$ cat config.mk
export PLATFORM = sky130hd
export DESIGN_NAME = trdb_branch_map_ctrl
export DESIGN_NICKNAME = d
export VERILOG_FILES = /design/src/rtl/trdb_pkg.sv /design/src/rtl/trdb_branch_map_ctrl.sv
export SDC_FILE = /design/constraint.sdc
export NUM_CORES = 1
export LEC_CHECK = 0
export ABC_CLOCK_PERIOD_IN_PS = 1600
export BUFFER_PORTS_ARGS = -buffer_cell sky130_fd_sc_hd__buf_2
export CAP_MARGIN = 20
export CORE_MARGIN = 2
export CORE_UTILIZATION = 43
export CTS_BUF_LIST = sky130_fd_sc_hd__clkbuf_4 sky130_fd_sc_hd__clkbuf_8
export DETAILED_ROUTE_END_ITERATION = 16
export HOLD_SLACK_MARGIN = 0.1
export PLACE_DENSITY_LB_ADDON = 0.05
export SLEW_MARGIN = 30
export SYNTH_ARGS = -nofsm -noshare
export SYNTH_HDL_FRONTEND = slang
export SYNTH_SLANG_ARGS = --single-unit
$ cat constraint.sdc
create_clock -name clk_i -period 1.6 [get_ports clk_i]
set_input_delay 0.16 -clock clk_i [delete_from_list [all_inputs] [get_ports clk_i]]
set_output_delay 0.16 -clock clk_i [all_outputs]
set_load 0.02 [all_outputs]
$ cat src/rtl/trdb_pkg.sv
// Shared types and widths for the trace debugger branch-map path.
package trdb_pkg;

  localparam int unsigned BRANCH_MAP_LEN   = 31;
  localparam int unsigned BRANCH_COUNT_LEN = 5;

  typedef enum logic [1:0] {
    REASON_NONE    = 2'd0,
    REASON_FULL    = 2'd1,
    REASON_TRIGGER = 2'd2
  } drain_reason_e;

  typedef enum logic {
    IDLE = 1'b0,
    PEND = 1'b1
  } ctrl_state_e;

endpackage

$ cat src/rtl/trdb_branch_map_ctrl.sv
// Decides when the accumulated branch map is drained, snapshots it and offers it
// to the packet emitter on a valid/ready port; stalls the core when a full map cannot drain.
module trdb_branch_map_ctrl
  import trdb_pkg::*;
#(
  parameter int unsigned MAP_LEN  = BRANCH_MAP_LEN,
  parameter int unsigned CNT_LEN  = BRANCH_COUNT_LEN,
  parameter int unsigned FULL_THR = 31
) (
  input  logic               clk_i,
  input  logic               rst_i,
  input  logic [MAP_LEN-1:0] map_i,
  input  logic [CNT_LEN-1:0] branches_i,
  input  logic               trigger_i,
  input  logic               pkt_ready_i,
  output logic               pkt_valid_o,
  output logic [MAP_LEN-1:0] pkt_map_o,
  output logic [CNT_LEN-1:0] pkt_branches_o,
  output logic [1:0]         pkt_reason_o,
  output logic               flush_o,
  output logic               stall_o,
  output logic               trig_drop_o
);

  localparam logic [CNT_LEN-1:0] FullThr = CNT_LEN'(FULL_THR);

  ctrl_state_e        state_q, state_d;
  logic [MAP_LEN-1:0] snap_map_q;
  logic [CNT_LEN-1:0] snap_cnt_q;
  drain_reason_e      reason_q;
  logic               pend_trig_q;
  logic               drop_q;

  logic free;
  logic cap_trig;
  logic cap_full;
  logic capture;

  assign pkt_valid_o = (state_q == PEND);
  // The buffer is reusable this cycle if it is empty or being handed off right now.
  assign free     = ~pkt_valid_o | pkt_ready_i;
  assign cap_trig = trigger_i | pend_trig_q;
  assign cap_full = (branches_i >= FullThr);
  assign capture  = free & (cap_trig | cap_full) & ~rst_i;

  assign flush_o        = capture;
  assign stall_o        = cap_full & ~free;
  assign pkt_map_o      = snap_map_q;
  assign pkt_branches_o = snap_cnt_q;
  assign pkt_reason_o   = reason_q;
  assign trig_drop_o    = drop_q;

  // NOTE: every signal written here gets a default first so no latch is inferred.
  always_comb begin
    state_d = state_q;
    unique case (state_q)
      IDLE: if (capture) state_d = PEND;
      PEND: if (pkt_ready_i && !capture) state_d = IDLE;
      default: state_d = IDLE;
    endcase
  end

  // NOTE: sequential state uses non-blocking assignments only, so every register
  // samples the pre-edge values of its neighbours.
  always_ff @(posedge clk_i or posedge rst_i) begin
    if (rst_i) begin
      state_q <= IDLE;
    end else begin
      state_q <= state_d;
    end
  end

  // NOTE: the snapshot is a handful of flops, not a memory, so it is reset to keep
  // the outputs defined right after reset.
  always_ff @(posedge clk_i or posedge rst_i) begin
    if (rst_i) begin
      snap_map_q <= '0;
      snap_cnt_q <= '0;
      reason_q   <= REASON_NONE;
    end else if (capture) begin
      snap_map_q <= map_i;
      snap_cnt_q <= branches_i;
      reason_q   <= cap_trig ? REASON_TRIGGER : REASON_FULL;
    end
  end

  // A trigger that cannot be captured waits in one pending slot; a second one is lost.
  always_ff @(posedge clk_i or posedge rst_i) begin
    if (rst_i) begin
      pend_trig_q <= 1'b0;
      drop_q      <= 1'b0;
    end else begin
      if (capture) begin
        pend_trig_q <= 1'b0;
      end else if (trigger_i && !free) begin
        pend_trig_q <= 1'b1;
      end
      if (trigger_i && !free && pend_trig_q) begin
        drop_q <= 1'b1;
      end
    end
  end

endmodule
==> results_dict.tcl, run 1 <==
set metrics [dict create \
    violations "setup timing" \
    required_ns 1.78 \
    n_antenna_cell 0 \
    cts_tree "yes" \
    final_area_sq_um 2730 \
    cts.clk_slew.worst_paths_ns 0.07 \
    wl_met1_um 1610 \
    die-height_um 67.8 \
    status "complete, but fails checks" \
    port_buffers 81 \
    grt_usage_pct 18.2 \
    clk_latency_ns 0.29 \
    antenna_found_initial 0 \
    fp-row-count 23 \
    critPathKind "reg -> reg" \
    layout.cells.non_filler 278 \
    syn_nets 140 \
    wl_met2_um 2070 \
    synthCells 100 \
    crit_buf_inv 2 \
    ys_types 20 \
    initial_core_util_pct 44.1 \
    finalSetupViolCount 1 \
    finalPower_mw 3.27 \
    p_per_area_nw_per_um2 1200 \
    synth_area_sq_um 1750 \
    hpwl_um 2530 \
    synth-seq-cells 41 \
    grt.overflow.total 0 \
    hp-class "in -> reg" \
    arrival_ns 1.78 \
    fin_tns_setup_ns -0.000694 \
    seqPwrFrac_pct 42.5 \
    worstMarginPinSlew_ns 0.291 \
    h-tree-depth 2 \
    fin_util_pct 68.8 \
    power.switching_mw 1.05 \
    cp_slowest_stage_delay_ns 0.39 \
    rsz0062_at_grt "true" \
    die_x_um 67.8 \
    slew_viol_final 0 \
    p_leak_nw 1.42 \
    top_layer_used "met4" \
    switching_share_pct 32.1 \
    pre_cts_ws_ns 0.0250 \
    setup_ws_ns -0.000694 \
    max-clock-path-buffers 2 \
    grt_max_degree 39 \
    core_area_sq_um 3970 \
    crit_path_start_kind "flip-flop" \
    period_needed_ns 1.60 \
    slowest_stage "dfrtp_1" \
    met3WireLength_um 264 \
    combinationalPowerShare_pct 36.1 \
    endpoint_kind "flip-flop" \
    maxCapViolCount 0 \
    synth_warnings 0 \
    grt_pass1_vias 1283 \
    worst_path_dominant_cell_family "flip-flops" \
    wl_per_cell_um 14.2 \
    min_period_over_period_pct 100 \
    vias_per_cell 4.62 \
    clock_skew_ns 0.00820 \
    drt-total-wl_um 3950 \
    grt_pass1_wl_um 5930 \
    ir_worst_vdd_mv 0.779 \
    p_int_mw 2.22 \
    drc 0 \
    cts.sinks 41 \
    postPlaceCellArea_sq_um 2220 \
    final.fill_count 285 \
    nets 267 \
    yosysSeqAreaShare_pct 58.6 \
    gp_congestion 0.646 \
    hold_viol 0 \
    relSlewSlack_pct 80.4 \
    drt_iter0_markers 57 \
    fin_hold_ws_ns 0.108 \
    antenna_left 0 \
    timing.fmax_mhz 625 \
    dpl.cell_count 232 \
    vias 1285 \
    cts_buffers 5 \
    dieArea_sq_um 4600 \
    drt_pre_antenna_iters 4 \
    area_delta_synth_final_pct 56.0 \
    cp_cell_sequence "or2_4, a21oi_4, buf_12, buf_6, mux2_4" \
    pwr-share-clk_pct 21.4 \
    worstPathMaxFanout 9 \
    avgSynthCellArea_sq_um 17.5 \
    ios 82 \
    clockRootBuffer "clkbuf_8" \
    drive_gt1_share_pct 64.0 \
]
==> worst register-to-register path: stages (launching register included) <==
cell and delay (ns):
dfrtp_1 0.39, or2_4 0.27, a21oi_4 0.21, buf_12 0.14
buf_6 0.16, mux2_4 0.32
==> area by class of cell <==
class / count / area, sq um / share of cell area [%]
Sequential cell: 41 / 1030 / 37.6
Tap cell: 50 / 62.6 / 2.29
Inverter: 4 / 15.0 / 0.549
Clock buffer: 6 / 82.6 / 3.02
Multi-Input combinational cell: 52 / 651 / 23.8
Clock inverter: 2 / 13.8 / 0.504
Timing Repair Buffer: 123 / 881 / 32.2
==> cell usage after synthesis <==
master,count,area (sq um)
nor2_4,1,11.3
or2_2,1,6.26
o21a_1,1,7.51
o211ai_1,1,7.51
inv_1,4,15.0
mux2_2,7,78.8
nor4_4,1,21.3
nand2_1,1,3.75
buf_12,3,60.1
nor2_1,2,7.51
o21ai_0,1,5.00
nand4_1,1,6.26
or2_4,1,8.76
or2b_1,1,7.51
mux2_4,29,435
nor2b_4,1,13.8
a31o_2,1,8.76
a21oi_1,1,5.00
dfrtp_1,41,1030
a21oi_4,1,16.3
==> power groups by stage <==
| stage | Sequential [mW] | Combinational, mW | Clock [mW] |
|---|---|---|---|
| final | 1.39 | 1.18 | 0.699 |
| after global routing | 1.42 | 1.25 | 0.784 |
| after CTS | 1.39 | 1.17 | 0.731 |
| after detailed placement | 1.41 | 1.07 | 0 |
| after global placement | 1.40 | 1.05 | 0 |
| after floorplan | 1.69 | 0.434 | 0 |
==> final timing paths <==
kind | from | end | slack (ns) | depth (start not counted)
worst max-delay path | pend_trig_q | pkt_map_o[16] | -0.0007 | 5
worst min-delay path | map_i[10] | pkt_map_o[10] | 0.11 | 2
worst max register to register | pend_trig_q | pkt_map_o[16] | -0.0007 | 5
worst min register to register | trig_drop_o | trig_drop_o | 0.49 | 1
max in group asynchronous | rst_i | pkt_branches_o[4] | 0.83 | 4
min in group asynchronous | rst_i | pkt_valid_o | 0.37 | 3
==> cells in the final DEF (no fill, tap or decap), types with 2 or more instances in the layout <==
cell / n
buf_12: 3
buf_2: 80
buf_4: 6
buf_6: 2
clkbuf_8: 6
dfrtp_1: 40
dlygate4sd3_1: 30
inv_1: 2
mux2_2: 7
mux2_4: 29
nor2_1: 2
==> logic make-up after synthesis <==
group / Yosys count / share of synthesized area (%)
flip-flops: 41 / 58.6
AO/OA/AOI/OAI: 6 / 2.86
AND/OR/NAND/NOR: 10 / 4.93
multiplexers: 36 / 29.4
buffers and inverters: 7 / 4.29
==> registers in the layout, indices dropped and copies added, names as in the netlist <==
register	cells
pkt_branches_o	5
pend_trig_q	1
trig_drop_o	1
pkt_reason_o	2
pkt_map_o	31
pkt_valid_o	1
==> per-layer routing <==
layer	up-vias	GRT usage (%)
met3	2	6.25
li1	602	-
met5	-	0
met2	47	31.4
met1	634	21.2
met4	0	6.00
==> timing repair <==
| item | CTS | global route |
|---|---|---|
| cloned | 1 | 1 |
| setup buffers | 4 | 2 |
| gates resized for setup | 4 | 1 |
| pin swaps | 1 | 2 |
| hold endpoints to repair | 70 | 0 |
| setup endpoints to repair | 1 | 36 |
| hold buffers | 30 | 0 |
Power figures use the tool's default switching activity.
==> run 2: changes to the inputs <==
==> constraint.sdc (replaced) <==
create_clock -name clk_i -period 1.6 [get_ports clk_i]
set_input_delay 0.08 -clock clk_i [delete_from_list [all_inputs] [get_ports clk_i]]
set_output_delay 0.08 -clock clk_i [all_outputs]
set_load 0.02 [all_outputs]
==> run 2 against run 1 <==
Compared with the run above:
- the flow still finishes with violations (setup timing)
- count of clock-buffer cells in the layout is the same
- final cell count up 4.0%
- sequential share of layout area shrank 1.7 points
- setup slack lost 0.0073 ns
- largest power group unchanged
- non-clock buffer count is 11 higher
==> results_dict.tcl, run 2 (synthesis gave the netlist of run 1 again) <==
set metrics [dict create \
    die-height_um 67.8 \
    grt_pass1_vias 1356 \
    drt-total-wl_um 4110 \
    crit_path_start_kind "flip-flop" \
    h-tree-depth 2 \
    dieArea_sq_um 4600 \
    grt_usage_pct 19.1 \
    violations "setup timing" \
    use_met1_pct 21.5 \
    endpoint_kind "flip-flop" \
    grt_pass1_wl_um 6320 \
    final.fill_count 288 \
    relSlewSlack_pct 48.4 \
    final_area_sq_um 2860 \
    layout.cells.non_filler 289 \
    ios 82 \
    arrival_ns 1.78 \
    grt-busiest-layer "met2" \
    clk_latency_ns 0.29 \
    ir_worst_vdd_mv 0.544 \
    core_area_sq_um 3970 \
    timing.fmax_mhz 622 \
    grt_max_degree 23 \
    met2_usage_pct 34.4 \
    worstMarginPinSlew_ns 0.770 \
    nets 278 \
    cts.sinks 41 \
    n_antenna_cell 0 \
    port_buffers 81 \
    antenna_found_initial 0 \
    drt_pre_antenna_iters 4 \
    postPlaceCellArea_sq_um 2220 \
    fp-row-count 23 \
    mostFrequentLayoutCells "buf_2, dfrtp_1, dlygate4sd3_1" \
    antenna_left 0 \
    slew_viol_final 0 \
    clockRootBuffer "clkbuf_8" \
    rsz0062_at_grt "true" \
    status "complete, but fails checks" \
    setup_ws_ns -0.00800 \
    use_met3_pct 4.11 \
    min_period_over_period_pct 100 \
    drc 0 \
    hpwl_um 2620 \
    hp-class "in -> reg" \
    drive_gt1_share_pct 61.9 \
    drt_iter0_markers 87 \
    area_delta_synth_final_pct 63.3 \
    fin_util_pct 72.0 \
    dpl.cell_count 233 \
    reg2reg_slack_ns -0.008 \
    wl_per_cell_um 14.2 \
    initial_core_util_pct 44.1 \
    die_x_um 67.8 \
    cts_tree "yes" \
    critPathKind "reg -> reg" \
    grt.overflow.total 0 \
    pre_cts_ws_ns -0.00650 \
    cts_buffers 5 \
    largest_reg_flops 31 \
    p_leak_nw 1.49 \
    final_common_cell "buf_2" \
    maxCapViolCount 0 \
    gp_congestion 0.621 \
    vias 1326 \
    finalSetupViolCount 13 \
    hold_viol 0 \
    clock_skew_ns 0.00399 \
    worstPathMaxFanout 6 \
    fin_hold_ws_ns 0.0970 \
    max-clock-path-buffers 2 \
    period_needed_ns 1.61 \
    cts.clk_slew.worst_paths_ns 0.07 \
    vias_per_cell 4.59 \
    p_per_area_nw_per_um2 1150 \
    required_ns 1.77 \
]
## run 2: metal layers
| metal | share of wire (%) | routed length, um |
|---|---|---|
| met1 | 39 | 1620 |
| met2 | 53 | 2160 |
| met3 | 6.0 | 245 |
| met4 | 2.2 | 89 |
| met5 | 0 | 0 |
## run 2: critical path, cell delays in order (launching register included)
cell     delay [ns]
dfrtp_1        0.40
or2_4          0.26
a21oi_4        0.25
buf_12         0.17
buf_12         0.12
mux2_4         0.29
## run 2: power breakdown
| group | internal [mW] | switching (mW) |
|---|---|---|
| Clock | 0.319 | 0.343 |
| Sequential | 1.27 | 0.127 |
| Combinational | 0.649 | 0.590 |
## run 2: worst paths after layout
path	from	to	cells past startpoint
max in group asynchronous	rst_i	pkt_map_o[22]	4
min	trigger_i	pend_trig_q	3
max reg2reg	pend_trig_q	pkt_map_o[23]	5
max	pend_trig_q	pkt_map_o[23]	5
min reg2reg	trig_drop_o	trig_drop_o	1
min in group asynchronous	rst_i	pkt_branches_o[4]	3
## run 2: metrics by stage
stage / setup TNS (ns) / power [mW]
final: -0.0343 / 3.30
after global routing: -1.26 / 3.45
after CTS: -1.65 / 3.30
after detailed placement: -0.00650 / 2.48
after global placement: 0 / 2.45
after floorplan: -1.37 / 2.13
## run 2: timing repair
action                                  CTS  global route
resized for setup                         6             5
setup buffers                             7             1
endpoints found under the setup margin    6            36
endpoints found under the hold margin    57             0
hold buffers                             39             0
gates cloned                              2             0
pin swaps                                 2             3
## run 2: area by class of cell
cell class	count	area, sq um	area share [%]
Clock buffer	6	76.3	2.67
Clock inverter	2	10.0	0.350
Inverter	4	17.5	0.612
Multi-Input combinational cell	52	666	23.3
Sequential cell	41	1030	35.9
Tap cell	50	62.6	2.19
Timing Repair Buffer	134	1000	35.0
==> run 3: changes to the inputs <==
--- a/config.mk
+++ b/config.mk
@@ -6,12 +6,12 @@
 export NUM_CORES = 1
 export LEC_CHECK = 0
 export ABC_CLOCK_PERIOD_IN_PS = 1600
-export BUFFER_PORTS_ARGS = -buffer_cell sky130_fd_sc_hd__buf_2
 export CAP_MARGIN = 20
 export CORE_MARGIN = 2
-export CORE_UTILIZATION = 43
+export CORE_UTILIZATION = 55
 export CTS_BUF_LIST = sky130_fd_sc_hd__clkbuf_4 sky130_fd_sc_hd__clkbuf_8
 export DETAILED_ROUTE_END_ITERATION = 16
+export DONT_BUFFER_PORTS = 1
 export HOLD_SLACK_MARGIN = 0.1
 export PLACE_DENSITY_LB_ADDON = 0.05
 export SLEW_MARGIN = 30
==> run 3 against run 2 <==
Compared with the run above:
- the run still ends with setup timing left
- power shrank 14%
- sequential cell count did not move
- non-clock buffer count shrank 77
- count of clock-buffer cells in the layout up 2
- design area is 17% lower
- sequential share of layout area rose by 7.3 points
- maximum frequency shrank 2.5%
- critical path depth increased by 1
- clock skew grew 0.0030 ns
- critical path type unchanged
- critical endpoint is now pkt_map_o[24]
- largest power group unchanged
==> results_dict.tcl, run 3 (synthesis gave the netlist of run 1 again) <==
set metrics [dict create \
    drive_gt1_share_pct 42.6 \
    die-height_um 60.4 \
    worst_hold_path.endpoint "pend_trig_q" \
    p_int_mw 1.91 \
    timing.fmax_mhz 606 \
    mostFrequentLayoutCells "dlygate4sd3_1, dfrtp_1, mux2_4" \
    largest_reg_flops 31 \
    worstPathMaxFanout 7 \
    hold_depth 3 \
    hpwl_um 2130 \
    fin_util_pct 78.0 \
    crit_path_start_kind "flip-flop" \
    power.switching_mw 0.937 \
    status "complete, but fails checks" \
    drc 0 \
    clockRootBuffer "clkbuf_4" \
    dieArea_sq_um 3650 \
    arrival_ns 1.88 \
    seqPwrFrac_pct 60.4 \
    switching_share_pct 32.9 \
    p_leak_nw 1.14 \
    drt_pre_antenna_iters 2 \
    vias_per_cell 4.99 \
    antenna_left 0 \
    final_common_cell "dlygate4sd3_1" \
    hold_viol 0 \
    port_buffers 0 \
    cts_tree "yes" \
    cts.clk_slew.worst_paths_ns 0.11 \
    initial_core_util_pct 57.4 \
    relSlewSlack_pct 79.8 \
    grt_max_degree 24 \
    gp_congestion 0.683 \
    pwr-share-clk_pct 18.5 \
    hp-class "in -> reg" \
    wl_per_cell_um 16.8 \
    cts_buffers 5 \
    ios 82 \
    grt_usage_pct 19.8 \
    combinationalPowerShare_pct 21.1 \
    postPlaceCellArea_sq_um 1830 \
    fp-row-count 20 \
    grt.overflow.total 0 \
    clock_skew_ns 0.00696 \
    drt-total-wl_um 3460 \
    endpoint_kind "flip-flop" \
    h-tree-depth 2 \
    area_delta_synth_final_pct 35.9 \
    grt_pass1_wl_um 5060 \
    ir_worst_vdd_mv 0.810 \
    period_needed_ns 1.65 \
    n_antenna_cell 0 \
    fin_hold_ws_ns 0.156 \
    required_ns 1.83 \
    r2r_end "pkt_map_o[24]" \
    rr_worst_depth 6 \
    maxCapViolCount 0 \
    core_area_sq_um 3050 \
    max-clock-path-buffers 2 \
    die_x_um 60.4 \
    finalSetupViolCount 22 \
    violations "setup timing" \
    p_per_area_nw_per_um2 1200 \
    cp-startpoint "pkt_valid_o" \
    reg2reg_slack_ns -0.05 \
    vias 1028 \
    min_from "rst_i" \
    drt_iter0_markers 26 \
    min_period_over_period_pct 103 \
    slew_viol_final 0 \
    r2r_start "pkt_valid_o" \
    antenna_found_initial 0 \
    critPathKind "reg -> reg" \
    grt_pass1_vias 1067 \
    setup_ws_ns -0.0496 \
    nets 201 \
    final_area_sq_um 2380 \
    clk_latency_ns 0.34 \
    rsz0062_at_grt "true" \
    cts.sinks 41 \
    worstMarginPinSlew_ns 0.300 \
    fin_tns_setup_ns -0.436 \
]
==> run 3: changes by cell type in the layout (fill, tap and decap cells not counted), moves of 4 or more <==
cell	before	now
buf_4	7	11
mux2_4	33	29
clkbuf_8	5	0
buf_2	80	0
mux2_2	3	7
clkbuf_4	1	8
==> run 3: repair_timing <==
action	in CTS	in global routing
resized for setup	6	3
hold endpoints to repair	82	0
setup buffers	7	2
hold buffers	42	0
endpoints found under the setup margin	1	42
pin swaps	1	2
==> run 3: routing by layer <==
| layer | global-route usage (%) | share of wire (%) | vias up |
|---|---|---|---|
| met5 | 0 | 0 | - |
| met4 | 7.45 | 1.2 | 0 |
| met3 | 9.17 | 7.8 | 5 |
| met2 | 33.1 | 53 | 48 |
| met1 | 22.3 | 38 | 508 |
| li1 | - | - | 467 |
==> run 3: metrics by stage <==
step	instances	power (mW)	setup WS, ns
finish	206	2.85	-0.0496
global route	206	2.99	-0.108
CTS	204	2.86	-0.0714
detailed placement	148	2.23	0.0489
global placement	148	2.20	0.0798
floorplan	100	2.13	-0.0483
==> run 3: area by class of cell <==
type / count / area [sq um]
multi-input combinational: 52 / 658
clock buffer: 8 / 60.1
inverter: 4 / 20.0
sequential: 41 / 1030
tap: 44 / 55.1
fill: 200 / 673
timing repair buffer: 57 / 559
==> run 3: worst max-delay path by stage <==
| stage | end | slack, ns | depth (start not counted) |
|---|---|---|---|
| floorplan | pkt_branches_o[0] | -0.05 | 5 |
| global placement | pkt_map_o[11] | 0.08 | 5 |
| detailed placement | pkt_map_o[26] | 0.05 | 4 |
| CTS | pkt_map_o[24] | -0.07 | 6 |
| global route | flush_o | -0.11 | 6 |
| finish | pkt_map_o[24] | -0.05 | 6 |
==> run 3: critical path, cell delays in order (launching register included) <==
cell and delay [ns]:
dfrtp_2 0.42, nor2b_4 0.15, nor4_4 0.29, a21oi_4 0.07, buf_12 0.14, buf_4 0.17
mux2_4 0.30
==> run 3: power by group through the flow <==
stage                     clock network (mW)  logic [mW]  registers [mW]
after floorplan                            0       0.434            1.69
after global placement                     0       0.467            1.74
after detailed placement                   0       0.486            1.74
after CTS                              0.545       0.592            1.72
after global routing                   0.594       0.642            1.75
final                                  0.527       0.600            1.72
